## config.mk

```make
export PLATFORM = sky130hd
export DESIGN_NAME = clkgen
export DESIGN_NICKNAME = d
export VERILOG_FILES = /design/src/rtl/clkgen_pkg.sv /design/src/rtl/clkgen_ch.sv /design/src/rtl/clkgen.sv
export SDC_FILE = /design/constraint.sdc
export NUM_CORES = 1
export LEC_CHECK = 0
export CAP_MARGIN = 0
export CORE_AREA = 2 2 204 206
export DETAILED_ROUTE_END_ITERATION = 6
export DIE_AREA = 0 0 206 208
export GPL_TIMING_DRIVEN = 1
export SLEW_MARGIN = 20
export SYNTH_ARGS = -nofsm -noshare
export SYNTH_HDL_FRONTEND = slang
export SYNTH_SLANG_ARGS = --single-unit
```

## constraint.sdc

```tcl
create_clock -name clk -period 2.8 [get_ports clk]
set_input_delay 0.56 -clock clk [delete_from_list [all_inputs] [get_ports clk]]
set_output_delay 0.56 -clock clk [all_outputs]
set_load 0.1 [all_outputs]
```

## src/rtl/clkgen_pkg.sv

```systemverilog
// Shared definitions for the multi-channel fractional clock-enable generator:
// sequencer encoding, default widths and the channel-index width helper.
package clkgen_pkg;

  typedef enum logic {
    LOCKING = 1'b0,
    RUN     = 1'b1
  } seq_state_e;

  localparam int DEF_NUM_CH      = 4;
  localparam int DEF_ACC_W       = 24;
  localparam int DEF_LOCK_CYCLES = 1024;

  // Width of a channel index; never narrower than one bit.
  function automatic int ch_idx_w(input int num_ch);
    if (num_ch > 1) begin
      return $clog2(num_ch);
    end else begin
      return 1;
    end
  endfunction

endpackage

```

## src/rtl/clkgen_ch.sv

```systemverilog
// One fractional clock-enable channel: phase accumulator, pending/active
// increment pair with glitch-free retune, registered ce and square wave.
module clkgen_ch
  import clkgen_pkg::*;
#(
  parameter int               ACC_W     = DEF_ACC_W,
  parameter logic [ACC_W-1:0] INC_RESET = {ACC_W{1'b0}}
) (
  input  logic             clk,
  input  logic             reset_n,
  input  logic             run,
  input  logic             wr,
  input  logic [ACC_W-1:0] wr_inc,
  output logic             ce,
  output logic             clk_out
);

  logic [ACC_W-1:0] acc_r;
  logic [ACC_W-1:0] inc_pending_r;
  logic [ACC_W-1:0] inc_active_r;
  logic             ce_r;
  logic             clk_out_r;

  logic [ACC_W:0]   sum_s;
  logic             carry_s;
  logic             retune_s;
  logic [ACC_W-1:0] inc_nxt_s;

  // Phase step and retune decision; a same-cycle write bypasses the pending register.
  always_comb begin
    sum_s    = {1'b0, acc_r} + {1'b0, inc_active_r};
    carry_s  = sum_s[ACC_W];
    retune_s = (run & carry_s) | ~run | (inc_active_r == {ACC_W{1'b0}});
    if (!retune_s) begin
      inc_nxt_s = inc_active_r;
    end else if (wr) begin
      inc_nxt_s = wr_inc;
    end else begin
      inc_nxt_s = inc_pending_r;
    end
  end

  // Accumulator, increment registers and output flops; idle channels park at phase 0.
  always_ff @(posedge clk or negedge reset_n) begin
    if (!reset_n) begin
      acc_r         <= {ACC_W{1'b0}};
      inc_pending_r <= INC_RESET;
      inc_active_r  <= INC_RESET;
      ce_r          <= 1'b0;
      clk_out_r     <= 1'b0;
    end else begin
      inc_active_r <= inc_nxt_s;
      if (wr) begin
        inc_pending_r <= wr_inc;
      end else begin
        inc_pending_r <= inc_pending_r;
      end
      if (run) begin
        acc_r     <= sum_s[ACC_W-1:0];
        ce_r      <= carry_s;
        clk_out_r <= clk_out_r ^ carry_s;
      end else begin
        acc_r     <= {ACC_W{1'b0}};
        ce_r      <= 1'b0;
        clk_out_r <= 1'b0;
      end
    end
  end

  assign ce      = ce_r;
  assign clk_out = clk_out_r;

endmodule

```

## src/rtl/clkgen.sv

```systemverilog
// Multi-channel fractional clock-enable generator: power-up lock sequencer,
// increment write decode and NUM_CH accumulator channels.
module clkgen
  import clkgen_pkg::*;
#(
  parameter int               NUM_CH      = DEF_NUM_CH,
  parameter int               ACC_W       = DEF_ACC_W,
  parameter int               LOCK_CYCLES = DEF_LOCK_CYCLES,
  parameter logic [ACC_W-1:0] INC_RESET   = {ACC_W{1'b0}}
) (
  input  logic                        clk,
  input  logic                        reset_n,
  input  logic                        wr_en,
  input  logic [ch_idx_w(NUM_CH)-1:0] wr_ch,
  input  logic [ACC_W-1:0]            wr_inc,
  input  logic [NUM_CH-1:0]           ch_en,
  output logic [NUM_CH-1:0]           ce,
  output logic [NUM_CH-1:0]           clk_out,
  output logic                        ready
);

  localparam int CH_W  = ch_idx_w(NUM_CH);
  localparam int CNT_W = (LOCK_CYCLES > 1) ? $clog2(LOCK_CYCLES) : 1;
  localparam logic [CNT_W-1:0] LOCK_LAST = CNT_W'(LOCK_CYCLES - 1);

  seq_state_e       state_r;
  seq_state_e       state_nxt_s;
  logic [CNT_W-1:0] lock_cnt_r;
  logic             ready_s;
  logic             ready_r;

  // Sequencer state register and lock counter.
  always_ff @(posedge clk or negedge reset_n) begin
    if (!reset_n) begin
      state_r    <= LOCKING;
      lock_cnt_r <= {CNT_W{1'b0}};
    end else begin
      state_r <= state_nxt_s;
      if ((state_r == LOCKING) && (lock_cnt_r != LOCK_LAST)) begin
        lock_cnt_r <= lock_cnt_r + 1'b1;
      end else begin
        lock_cnt_r <= lock_cnt_r;
      end
    end
  end

  // Sequencer next state; RUN is only left through reset.
  always_comb begin
    state_nxt_s = state_r;
    case (state_r)
      LOCKING: begin
        if (lock_cnt_r == LOCK_LAST) begin
          state_nxt_s = RUN;
        end else begin
          state_nxt_s = LOCKING;
        end
      end
      RUN:     state_nxt_s = RUN;
      default: state_nxt_s = LOCKING;
    endcase
  end

  // Sequencer output decode.
  always_comb begin
    ready_s = 1'b0;
    case (state_r)
      LOCKING: ready_s = 1'b0;
      RUN:     ready_s = 1'b1;
      default: ready_s = 1'b0;
    endcase
  end

  // Registered ready, one edge after entering RUN.
  always_ff @(posedge clk or negedge reset_n) begin
    if (!reset_n) begin
      ready_r <= 1'b0;
    end else begin
      ready_r <= ready_s;
    end
  end

  assign ready = ready_r;

  // Out-of-range wr_ch values match no channel and are dropped here.
  for (genvar g = 0; g < NUM_CH; g++) begin : g_ch
    logic wr_sel_s;
    logic run_s;
    assign wr_sel_s = wr_en & (wr_ch == CH_W'(g));
    assign run_s    = ready_r & ch_en[g];

    clkgen_ch #(
      .ACC_W     (ACC_W),
      .INC_RESET (INC_RESET)
    ) u_ch (
      .clk     (clk),
      .reset_n (reset_n),
      .run     (run_s),
      .wr      (wr_sel_s),
      .wr_inc  (wr_inc),
      .ce      (ce[g]),
      .clk_out (clk_out[g])
    );
  end

endmodule
```

Word-level counts from Yosys, hierarchy flattened
Cells that the tools add are included.
- $add $sub $neg: 5
- eq/ne operators: 5
- multiplexer cells: 19
- bitwise logic cells: 29
- reduce and logical (&&, ||, !) cells: 6
- operator list (kind ; count):
    two-way mux 24 bit ; 8
    adder 24 x 24 -> 25 bit ; 4
    zero test 24 bit ; 4
    AND 1 bit ; 12
    adder 10 x 1 -> 10 bit (second input constant) ; 1
    equality test 10 bit (second input constant) ; 1
    inequality test 10 bit (second input constant) ; 1
    two-way mux 1 bit ; 9
    bitwise OR 1 bit ; 8
    NOT 1 bit ; 5
    equality test 2 bit (second input constant) ; 2
    case mux 1 bit (2 select lines) ; 2
    bitwise XOR 1 bit ; 4
    equality test 2 x 1 -> 1 bit (second input constant) ; 1
    zero test 2 bit ; 1
    logical AND 1 bit ; 1
- register bits after elaboration: 308
- input bits: 33

Logic depth before layout (Yosys ltp)
- word-level depth: 4
- depth in mapped cells: 11

Cells and area by module
A second synthesis with hierarchy kept.
- cells, all modules: 1438
- area, all modules: 16639.7 um^2
- by module, submodules not included (module ; instances ; cells an instance ; area an instance (um^2) ; sequential area each (um^2)):
    clkgen_ch at g_ch[0].u_ch ... ; 2 ; 353 ; 4052.6 ; 1851.8
    clkgen_ch at g_ch[2].u_ch ... ; 2 ; 334 ; 3922.5 ; 1851.8
    clkgen ; 1 ; 64 ; 689.4 ; 300.3

Least setup slack after synthesis
No wires, ideal clock.
- path kind: reg2reg
- from: reg g_ch[3].u_ch.inc_active_r[0]
- to: reg g_ch[3].u_ch.inc_active_r[10]
- setup time: 127 ps
- data arrival time: 2602 ps
- data required time: 2673 ps
- path slack: 71 ps
- stages on the path, launching flop included: 12
- buffers on the path: 2
- path through: dfrtp_1 -> ha_1 -> fa_1 -> a211oi_1 -> o21ai_1 -> nand4_1 -> nand2_1 -> a31oi_2 -> and3_1 -> buf_2 -> buf_6 -> mux2_1
- longest elaborated chain between the ends: 4
- RTL lines (what ; RTL line ; text):
    start, declared ; clkgen_ch.sv:20 ; logic [ACC_W-1:0] inc_active_r;
    start signal, assigned ; clkgen_ch.sv:52 ; inc_active_r <= inc_nxt_s;
    adder 24 x 24 -> 25 bit ; clkgen_ch.sv:31 ; sum_s = {1'b0, acc_r} + {1'b0, inc_active_r};
    AND 1 bit ; clkgen_ch.sv:33 ; retune_s = (run & carry_s) | ~run | (inc_active_r == {ACC_W{1'b0}});
    bitwise OR 1 bit ; clkgen_ch.sv:33 ;
    bitwise OR 1 bit (*) ; clkgen_ch.sv:33 ;
Every way passes the cells marked *; elsewhere a longest branch is shown, timed or not.
A chain may end at the register's enable or synchronous reset.

Worst setup path after layout
- from: reg g_ch[2].u_ch.inc_active_r[0]
- to: reg g_ch[2].u_ch.inc_active_r[0]
- longest elaborated chain between the ends: 4
- RTL lines (what ; RTL line):
    start, declared ; clkgen_ch.sv:20
    start signal, assigned ; clkgen_ch.sv:52
    adder 24 x 24 -> 25 bit ; clkgen_ch.sv:31
    AND 1 bit ; clkgen_ch.sv:33
    bitwise OR 1 bit ; clkgen_ch.sv:33
    bitwise OR 1 bit (*) ; clkgen_ch.sv:33
Marks and branches as above.

==> results.md <==
- Drt pass-1 iters: 5
- Share of cells above drive strength 1: 21.3%
- Top post-synthesis cells by area: dfrtp_1 48%, ha_1 7.5%, mux2_2 6.8%
- Period utilization: 101%
- Reg2Reg Depth: 10
- Slowest stage delay, CP: ~0.40 ns
- Synthesized flop and latch total: 308
- Synthesized Nets: roughly 1,500
- Slew Viols, Final: 0
- Combinational power share: roughly 16%
- VDD IR max: around 0.00033 V
- Max-slew headroom: about a third
- Final Hold Fails: 4
- Initial drt markers: between 500 and 600
- All-layer global routing usage: between 10% and 20%
- Die area: roughly 0.043 sq mm
- Seq/Total Area, Yosys: a little under half
- Largest net degree at the start of global routing: 70
- CTS tree: yes
- Vias in the first global route: 11,100
- Unrepaired setup endpoints after global routing: true
- Number of buffers inserted by hold repair at cts: 0
- Most common cell after layout, fill and taps aside: dfrtp_1
- Final #Nets: around 1,600
- CP Launch Type: flop
- Ports: 42
- Mapped cell area: around 0.016 sq mm
- GP Congestion: a little under 0.9
- Critical Path RT: 3.21 ns
- Die width: 206 microns
- Fillers: 3,679
- Power Internal: 0.00896 W
- Initial antenna violation count: 0
- Cells after Synth: between 1,000 and 1,500
- Core Footprint: ~0.041 sq mm
- Crit Path Max Fanout: 24
- Worst skew pair latency: approximately 0.53 ns
- Routed WL: roughly 37 mm
- F_max: around 0.35 GHz
- Crit path cell chain: ha_2 > fa_2 > a211oi_4 > nor2_2 > o31ai_2 > nand4b_1 > a41oi_2 > nand2_2 > buf_12 > mux2_1
- PwrDens: 649 mW/mm^2
- Most frequent cells in the layout: 308 x dfrtp_1, 123 x nor2_1, 97 x mux2_2
- Via Count: around 11,000
- Via-to-Cell Ratio: around 5.4
- Dominant synthesized flop cell: dfrtp_1
- Initial core utilization: around 40%
- Pre-CTS setup slack: -0.0963 ns
- Reg2reg setup slack: -0.04 ns
- Clk network pwr share: ~40%
- Slew of the pin with the lowest slew margin: 0.994 ns
- Placed Cells: between 1,500 and 2,000
- Leak pwr: between 8 and 9 nW
- Area Overhead vs Synth: 16.5%
- Grt ovf: 0
- Failing checks: negative hold slack, negative setup slack
- Number of diodes: 0
- # DRC: 0
- Final WS setup: -0.0378 ns
- Std-Cell Rows: 74
- Switch share: about a quarter
- CTS buffer count: 35
- Worst r2r dst: g_ch[2].u_ch.inc_active_r[0]
- Synthesized area per cell: between 10 and 15 sq um
- Hold_ws: -0.0198 ns
- Crit path arrival time: 3.25 ns
- Die height: roughly 210 microns
- Slowest cell on crit path: dfrtp_1
- Post-layout min period: approximately 2.8 ns
- Setup crit end kind: flop
- Antenna Nets Post-Route: 0
- Layout Skew: about 0.013 ns
- Port Buffers: 41
- First-pass GRT wire length: around 60 mm
- Clock sinks: between 300 and 400
- Synth async-reset ratio: 100%
- Outcome: finished with violations
- Max Root-Sink Buffers: 3
- Yosys top cell area share: between 40% and 50%
- Sequential Power Share: ~44%
- P_sw: 0.00323 W
- Ys Warns: 0
- HPWL after detailed placement: between 20 and 30 mm
- Max-cap violations: 0
- Root Buffer: clkbuf_16
- Type of the worst min-delay path: in2async
- Worst-path clk slew: roughly 0.060 ns
- Yosys top cell by area: dfrtp_1
- Final std cells w/o fill: between 2,000 and 2,500
- EDFF count, synth: 0
- Crit Path Class: reg2reg
- Final setup vio count: 24
- H-tree depth: 2
- Worst R2R Start: g_ch[2].u_ch.inc_active_r[0]
- Synth cell types: 80
- WL/cell: about 18 microns
## flip-flops by register name, summed over array words and instances (netlist names)
signal,cells
g_ch.u_ch.ce,4
g_ch.u_ch.inc_active_r,96
g_ch.u_ch.acc_r,96
state_r,1
g_ch.u_ch.clk_out,4
g_ch.u_ch.inc_pending_r,96
ready,1
lock_cnt_r,10
## worst max-delay path, delay by kind of cell, from the launching register on
kind / cells / cell delay [ns]
and+or+nand+nor: 3 / 0.36
muxes: 1 / 0.32
buffers and inverters: 1 / 0.18
AOI/OAI and AO/OA: 3 / 0.83
adders and majority gates: 2 / 0.62
DFF: 1 / 0.40
## power groups by stage
stage,Sequential [W],Combinational [W],Clock [W]
4_1_cts,0.00536,0.00192,0.00501
3_5_place_dp,0.00544,0.00190,0
3_3_place_gp,0.00542,0.00187,0
6_report,0.00537,0.00193,0.00489
2_1_floorplan,0.00526,0.00143,0
5_1_grt,0.00543,0.00215,0.00520
## final cells by class
| type | count | area, sq um | area share [%] |
|---|---|---|---|
| timing repair buffer | 96 | 961 | 5.12 |
| sequential | 308 | 7710 | 41.0 |
| clock buffer | 45 | 976 | 5.20 |
| inverter | 17 | 63.8 | 0.340 |
| clock inverter | 16 | 243 | 1.29 |
| multi-input combinational | 1009 | 8160 | 43.5 |
| tap | 532 | 666 | 3.54 |
## cell usage after synthesis (8+ instances only)
cell        n
o21ai_0    47
nand2_1    57
mux2_2     97
o211ai_1    9
and2_1     11
nor3_1     25
a211oi_1   23
ha_1       97
o31ai_1     8
a31oi_1    10
nor2_1    124
mux2_1     36
xor2_1     39
nand3_1    29
buf_4       8
nand4_1    14
a21o_1     30
xnor2_1    40
dfrtp_1   308
clkbuf_1   28
buf_6       8
mux2_4     60
and3_1     26
nor4_1     27
o21a_1     19
a21oi_1    68
inv_1      17
## worst max-delay path by stage
| stage | slack (ns) | endpoint | startpoint | depth (start not counted) |
|---|---|---|---|---|
| after floorplan | 0.07 | g_ch[3].u_ch.inc_active_r[10] | g_ch[3].u_ch.inc_active_r[0] | 11 |
| after global placement | -0.01 | g_ch[1].u_ch.inc_active_r[0] | g_ch[1].u_ch.inc_active_r[0] | 9 |
| after detailed placement | -0.1 | g_ch[1].u_ch.inc_active_r[0] | g_ch[1].u_ch.inc_active_r[0] | 9 |
| after CTS | 0.01 | g_ch[2].u_ch.inc_active_r[0] | g_ch[2].u_ch.inc_active_r[0] | 10 |
| after global routing | -0.12 | g_ch[2].u_ch.inc_active_r[0] | g_ch[2].u_ch.inc_active_r[0] | 10 |
| final | -0.04 | g_ch[2].u_ch.inc_active_r[0] | g_ch[2].u_ch.inc_active_r[0] | 10 |
## cell families after synthesis
logic type | count (synthesis) | synth area share (%)
XOR/XNOR | 79 | 4.29
adder cells (fa/ha/maj) | 101 | 8.02
AO/OA/AOI/OAI | 284 | 12.1
buffers and inverters | 66 | 2.26
flip-flops | 308 | 47.8
multiplexers | 195 | 15.0
AND/OR/NAND/NOR | 349 | 10.6
## metal layers
metal  GRT usage, %  vias to the layer above  part of all wire, %
li1               -                     5239                    -
met1           24.2                     5427                   47
met2           28.7                      173                   48
met3           2.76                       46                  3.3
met4           4.29                        0                  1.7
met5              0                        -                    0
## through the flow
stage	total power, W	hold slack (ns)	TNS, ns	util (%)	area (sq um)
6_report	0.0122	-0.0198	-0.329	46.3	18800
5_1_grt	0.0128	0.00884	-2.47	46.3	18800
4_1_cts	0.0123	0.000245	0	45.9	18600
2_1_floorplan	0.00669	0.264	0	-	16100
3_5_place_dp	0.00734	0.368	-2.43	42.7	17300
3_3_place_gp	0.00729	0.362	-0.0267	42.7	17300
## timing repair
item / 4_1_cts / 5_1_grt
setup buffers: 5 / 4
setup endpoints to repair: 77 / 99
pin swaps: 4 / 10
cloned: 1 / 2
resized for setup: 7 / 19
(Power assumes the default switching activity.)
